`src/rtl/ps2_host_tx.sv`:
```
// PS/2 host-to-device transmitter: inhibit, request-to-send, clocked byte
// transfer driven by the device, ACK check and timeout supervision.
module ps2_host_tx #(
    parameter int INHIBIT_CYCLES = 10000,
    parameter int TIMEOUT_CYCLES = 2000000
) (
    input  logic       clk,
    input  logic       rst,
    input  logic [7:0] tx_data,
    input  logic       tx_valid,
    output logic       tx_ready,
    output logic       busy,
    output logic       done,
    output logic       err,
    input  logic       ps2_clk_in,
    input  logic       ps2_data_in,
    output logic       ps2_clk_oe,
    output logic       ps2_data_oe
);

    localparam int InhW = $clog2(INHIBIT_CYCLES + 1);
    localparam int ToW  = $clog2(TIMEOUT_CYCLES + 1);
    localparam logic [InhW-1:0] InhLast = InhW'(INHIBIT_CYCLES - 1);
    localparam logic [ToW-1:0]  ToLast  = ToW'(TIMEOUT_CYCLES - 1);

    typedef enum logic [2:0] {
        IDLE,
        INHIBIT,
        REQ,
        SEND,
        ACK,
        WAIT_IDLE
    } state_t;

    state_t state, stateNext;

    logic [1:0]      clkSync, dataSync;
    logic            clkPrev;
    logic            clkS, dataS, fall;
    logic [8:0]      shift, shiftNext;
    logic [3:0]      bitCnt, bitCntNext, bitCntInc;
    logic [InhW-1:0] inhCnt, inhCntNext;
    logic [ToW-1:0]  toCnt, toCntNext;
    logic            clkOeNext, dataOeNext;
    logic            doneNext, errNext;
    logic            supervised, timedOut;

    // Synchronizers idle high so reset never produces a spurious fall.
    always_ff @(posedge clk) begin
        if (rst) begin
            clkSync  <= 2'b11;
            dataSync <= 2'b11;
            clkPrev  <= 1'b1;
        end else begin
            clkSync  <= {clkSync[0], ps2_clk_in};
            dataSync <= {dataSync[0], ps2_data_in};
            clkPrev  <= clkSync[1];
        end
    end

    assign clkS  = clkSync[1];
    assign dataS = dataSync[1];
    assign fall  = clkPrev & ~clkS;

    assign bitCntInc  = bitCnt + 4'd1;
    assign supervised = (state == REQ) || (state == SEND) ||
                        (state == ACK) || (state == WAIT_IDLE);
    assign timedOut   = supervised && (toCnt == ToLast);

    always_comb begin
        stateNext  = state;
        shiftNext  = shift;
        bitCntNext = bitCnt;
        inhCntNext = inhCnt;
        toCntNext  = toCnt;
        clkOeNext  = ps2_clk_oe;
        dataOeNext = ps2_data_oe;
        doneNext   = 1'b0;
        errNext    = 1'b0;

        unique case (state)
            IDLE: begin
                clkOeNext  = 1'b0;
                dataOeNext = 1'b0;
                if (tx_valid) begin
                    shiftNext  = {~^tx_data, tx_data};
                    bitCntNext = '0;
                    inhCntNext = '0;
                    toCntNext  = '0;
                    clkOeNext  = 1'b1;
                    stateNext  = INHIBIT;
                end
            end
            INHIBIT: begin
                clkOeNext  = 1'b1;
                dataOeNext = 1'b0;
                if (inhCnt == InhLast) begin
                    clkOeNext  = 1'b0;
                    dataOeNext = 1'b1;
                    toCntNext  = '0;
                    bitCntNext = '0;
                    stateNext  = REQ;
                end else begin
                    inhCntNext = inhCnt + 1'b1;
                end
            end
            REQ: begin
                clkOeNext  = 1'b0;
                dataOeNext = 1'b1;
                bitCntNext = '0;
                if (fall) begin
                    stateNext = SEND;
                end
            end
            SEND: begin
                clkOeNext  = 1'b0;
                dataOeNext = ~shift[bitCnt];
                if (fall) begin
                    if (bitCnt == 4'd8) begin
                        dataOeNext = 1'b0;
                        stateNext  = ACK;
                    end else begin
                        bitCntNext = bitCntInc;
                        dataOeNext = ~shift[bitCntInc];
                    end
                end
            end
            ACK: begin
                clkOeNext  = 1'b0;
                dataOeNext = 1'b0;
                if (fall) begin
                    if (dataS) begin
                        errNext   = 1'b1;
                        stateNext = IDLE;
                    end else begin
                        stateNext = WAIT_IDLE;
                    end
                end
            end
            WAIT_IDLE: begin
                clkOeNext  = 1'b0;
                dataOeNext = 1'b0;
                if (clkS && dataS) begin
                    doneNext  = 1'b1;
                    stateNext = IDLE;
                end
            end
            default: begin
                clkOeNext  = 1'b0;
                dataOeNext = 1'b0;
                stateNext  = IDLE;
            end
        endcase

        // Timeout overrides any coincident fall or idle detection.
        if (supervised) begin
            if (timedOut) begin
                stateNext  = IDLE;
                clkOeNext  = 1'b0;
                dataOeNext = 1'b0;
                doneNext   = 1'b0;
                errNext    = 1'b1;
            end else begin
                toCntNext = toCnt + 1'b1;
            end
        end
    end

    always_ff @(posedge clk) begin
        if (rst) begin
            state       <= IDLE;
            shift       <= '0;
            bitCnt      <= '0;
            inhCnt      <= '0;
            toCnt       <= '0;
            ps2_clk_oe  <= 1'b0;
            ps2_data_oe <= 1'b0;
            done        <= 1'b0;
            err         <= 1'b0;
        end else begin
            state       <= stateNext;
            shift       <= shiftNext;
            bitCnt      <= bitCntNext;
            inhCnt      <= inhCntNext;
            toCnt       <= toCntNext;
            ps2_clk_oe  <= clkOeNext;
            ps2_data_oe <= dataOeNext;
            done        <= doneNext;
            err         <= errNext;
        end
    end

    assign tx_ready = (state == IDLE);
    assign busy     = (state != IDLE);

endmodule

```
`config.mk`:
```
export PLATFORM = sky130hd
export DESIGN_NAME = ps2_host_tx
export DESIGN_NICKNAME = d
export VERILOG_FILES = /design/src/rtl/ps2_host_tx.sv
export SDC_FILE = /design/constraint.sdc
export NUM_CORES = 1
export LEC_CHECK = 0
export ABC_AREA = 0
export CORE_ASPECT_RATIO = 0.7
export CORE_MARGIN = 5
export CORE_UTILIZATION = 50
export CTS_BUF_LIST = sky130_fd_sc_hd__clkbuf_16
export DETAILED_ROUTE_END_ITERATION = 10
export DONT_BUFFER_PORTS = 1
export GPL_ROUTABILITY_DRIVEN = 0
export REMOVE_ABC_BUFFERS = 1
export SKIP_LAST_GASP = 1
export SYNTH_ARGS = -nofsm -noshare
export SYNTH_HDL_FRONTEND = slang
export SYNTH_SLANG_ARGS = --single-unit
```
`constraint.sdc`:
```
create_clock -name clk -period 4.5 [get_ports clk]
set_input_delay 1.125 -clock clk [delete_from_list [all_inputs] [get_ports clk]]
set_output_delay 1.125 -clock clk [all_outputs]
set_load 0.005 [all_outputs]
```
==> results.sh <==
export IMPL_yosysMostFrequentCell="dfxtp_1"
export IMPL_comb_power_share=0.052
export IMPL_gr_total_overflow=0
export IMPL_report_final_slew_viol_count=0
export IMPL_yosysWarnings=0
export IMPL_gr_usage_all_layers=0.186
export IMPL_finClkSkew_ns=0.00483
export IMPL_dp_hpwl_um=4870
export IMPL_wl_per_cell_um=15.9
export IMPL_nets=384
export IMPL_synth_edf_count=0
export IMPL_r2r_end="toCnt[19]"
export IMPL_synth_cells=372
export IMPL_hp_class="flip-flop to flip-flop"
export IMPL_holdPathStages=1
export IMPL_drive_gt1_frac=0.0860
export IMPL_ys_seq_area_frac=0.385
export IMPL_drt_first_pass_iters=4
export IMPL_die_x_um=104
export IMPL_dp_cells=434
export IMPL_setup_violations_final=0
export IMPL_r2r_slack_ns=1.97
export IMPL_relSlewSlack=0.514
export IMPL_ant_nets=0
export IMPL_cp_arrival_ns=2.79
export IMPL_peakVddDrop_uv=166
export IMPL_hold_end="clkSync[1]"
export IMPL_postLayoutCellArea_um2=3470
export IMPL_fin_hold_ws_ns=0.410
export IMPL_antenna_found_initial=0
export IMPL_netlist_area_um2=3120
export IMPL_yosys_register_bits=60
export IMPL_clock_path_buffers=2
export IMPL_p_int_w=0.00105
export IMPL_clk_latency_ns=0.32
export IMPL_hp_start="clkSync[0]"
export IMPL_avgViaCountPerCell=5.96
export IMPL_path_max_fanout=15
export IMPL_yosys_area_top_type_share=0.385
export IMPL_ys_top_cells_by_count="dfxtp_1 (60), nand2_1 (45), a21oi_1 (33), nor2_1 (26), nand3_1 (14)"
export IMPL_cts_root_buf="clkbuf_16"
export IMPL_yosys_cell_types_count=58
export IMPL_cts_inserted_buffers=9
export IMPL_drv_cap=0
export IMPL_final_instance_count_excl_fill=450
export IMPL_avgSynthCellArea_um2=8.38
export IMPL_critPathLaunchType="flip-flop"
export IMPL_multi_input_area_um2=1820
export IMPL_clkTransAtPathRegs_ns=0.05
export IMPL_status="complete, no violations"
export IMPL_core_um2=6160
export IMPL_die_area_um2=7940
export IMPL_ctsResizeCount=0
export IMPL_grt_pass1_wl_um=12300
export IMPL_postCtsSetupBuffers=0
export IMPL_pwr_share_seq=0.416
export IMPL_p_per_area_nw_per_um2=383
export IMPL_fmax_mhz=395
export IMPL_htree_levels=3
export IMPL_rsz0062_at_grt="false"
export IMPL_min_period_ns=2.53
export IMPL_start_util=0.506
export IMPL_leakagePower_nw=1.22
export IMPL_cts_num_sinks=60
export IMPL_fill_cells=572
export IMPL_grt_max_degree=38
export IMPL_die_y_um=76.1
export IMPL_io_pins=19
export IMPL_synth_flop_cell="dfxtp_1"
export IMPL_reg2regPathDepth=5
export IMPL_first_iter_violations=157
export IMPL_switching_share=0.213
export IMPL_finalPower_w=0.00133
export IMPL_syn_to_final_growth_pct=11.3
export IMPL_hold_viol=0
export IMPL_synth_largest_area_cell="dfxtp_1"
export IMPL_synth_area_leaders="dfxtp_1 (39%), nand2_1 (5.4%), a21oi_1 (5.3%)"
export IMPL_critPathCaptureType="flip-flop"
export IMPL_finalCritPeriodShare=0.563
export IMPL_postPlaceCellArea_um2=3160
export IMPL_rr_startpoint="state[1]"
export IMPL_routed_wl_um=7140
export IMPL_n_antenna_cell=0
export IMPL_cts_tree="done"
export IMPL_portBuffers=0
export IMPL_grt_pass1_vias=2456
export IMPL_critPathKind="flip-flop to flip-flop"
export IMPL_p_switching_w=0.000283
export IMPL_placementRows=24
export IMPL_drcViolationCount=0
export IMPL_vias=2681
export IMPL_final_setup_tns_ns=0
export IMPL_p_clk_frac=0.532
export IMPL_synth_async_reset_ratio=0
export IMPL_tightest_slew_ns=0.728
export IMPL_seq_area_um2=1200
export IMPL_critPathRequiredTime_ns=4.76
export IMPL_cts_hold_buf=0
==> power by group through the flow <==
stage / Combinational [W] / Sequential [W] / Clock [W]
6_report: 0.0000693 / 0.000553 / 0.000707
5_1_grt: 0.0000774 / 0.000554 / 0.000750
4_1_cts: 0.0000695 / 0.000552 / 0.000726
3_5_place_dp: 0.0000688 / 0.000563 / 0
3_3_place_gp: 0.0000680 / 0.000563 / 0
2_1_floorplan: 0.0000516 / 0.000560 / 0
==> critical path, cell delays in order (launching register included) <==
cell     delay, ns
dfxtp_1       0.64
xor2_2        0.43
nor2b_1       0.66
nand3_2       0.24
or4_1         0.43
nand2_1       0.07
==> routing by layer <==
layer / global-route usage / wire length, µm / vias to the layer above / share of wire
met4: 0.0492 / 61 / 0 / 0.0085
met5: 0 / 0 / - / 0
met2: 0.250 / 2950 / 50 / 0.41
li1: - / - / 1365 / -
met3: 0.0542 / 299 / 9 / 0.042
met1: 0.285 / 3830 / 1257 / 0.54
==> cell usage in the layout, fill, tap and decap left out, drive strengths merged, types with 3 or more instances in the layout <==
master   instances
nor2b            3
a21oi           33
and4             5
nor2            26
ha               4
o21ai           13
inv              7
nor3             6
dfxtp           60
or3              8
or4              3
nor3b            3
nand4           13
and2             4
o211ai           8
xnor2            8
xor2            10
nand3           15
mux4             3
mux2i            4
o21a             4
clkinv           5
or2              7
and3            12
clkbuf           9
nor4             6
nor4b            3
o31ai            6
nand2           45
o2111ai          3
==> area by class of cell <==
class / count / area share
multi-input combinational: 287 / 0.525
clock inverter: 7 / 0.0234
tap: 78 / 0.0281
inverter: 7 / 0.00757
timing repair buffer: 2 / 0.00433
sequential: 60 / 0.346
clock buffer: 9 / 0.0649
==> metrics by stage <==
step,util,setup WS (ns)
6_report,0.564,1.97
5_1_grt,0.564,1.78
4_1_cts,0.564,1.98
3_5_place_dp,0.514,1.70
3_3_place_gp,0.514,1.75
2_1_floorplan,-,1.48
==> flip-flops by register name (all words and copies together), names as in the netlist <==
name and flops:
bitCnt 4, clkPrev 1, clkSync 2, toCnt 21, ps2_clk_oe 1, err 1, dataSync 2, done 1
ps2_data_oe 1, state 3, shift 9, inhCnt 14
==> logic make-up (layout without fill, tap and decap cells) <==
kind of cell    Yosys count  in the layout  synth area share
simple gates            171            171             0.299
compound gates           86             86             0.177
flops                    60             60             0.385
buf+inv                  25             25            0.0317
xor+xnor                 18             18            0.0530
mux                       7              7            0.0345
fa+ha+maj                 5              5            0.0193
==> worst max-delay path by stage <==
stage / slack [ns] / from / cells after the start / end
2_1_floorplan: 1.48 / tx_valid / 4 / inhCnt[3]
3_3_place_gp: 1.75 / tx_valid / 4 / inhCnt[12]
6_report: 1.97 / state[1] / 5 / toCnt[19]
4_1_cts: 1.98 / state[1] / 2 / tx_ready
3_5_place_dp: 1.70 / tx_valid / 4 / inhCnt[8]
5_1_grt: 1.78 / state[1] / 5 / toCnt[19]
No activity file was read; power rests on OpenSTA's default activity.
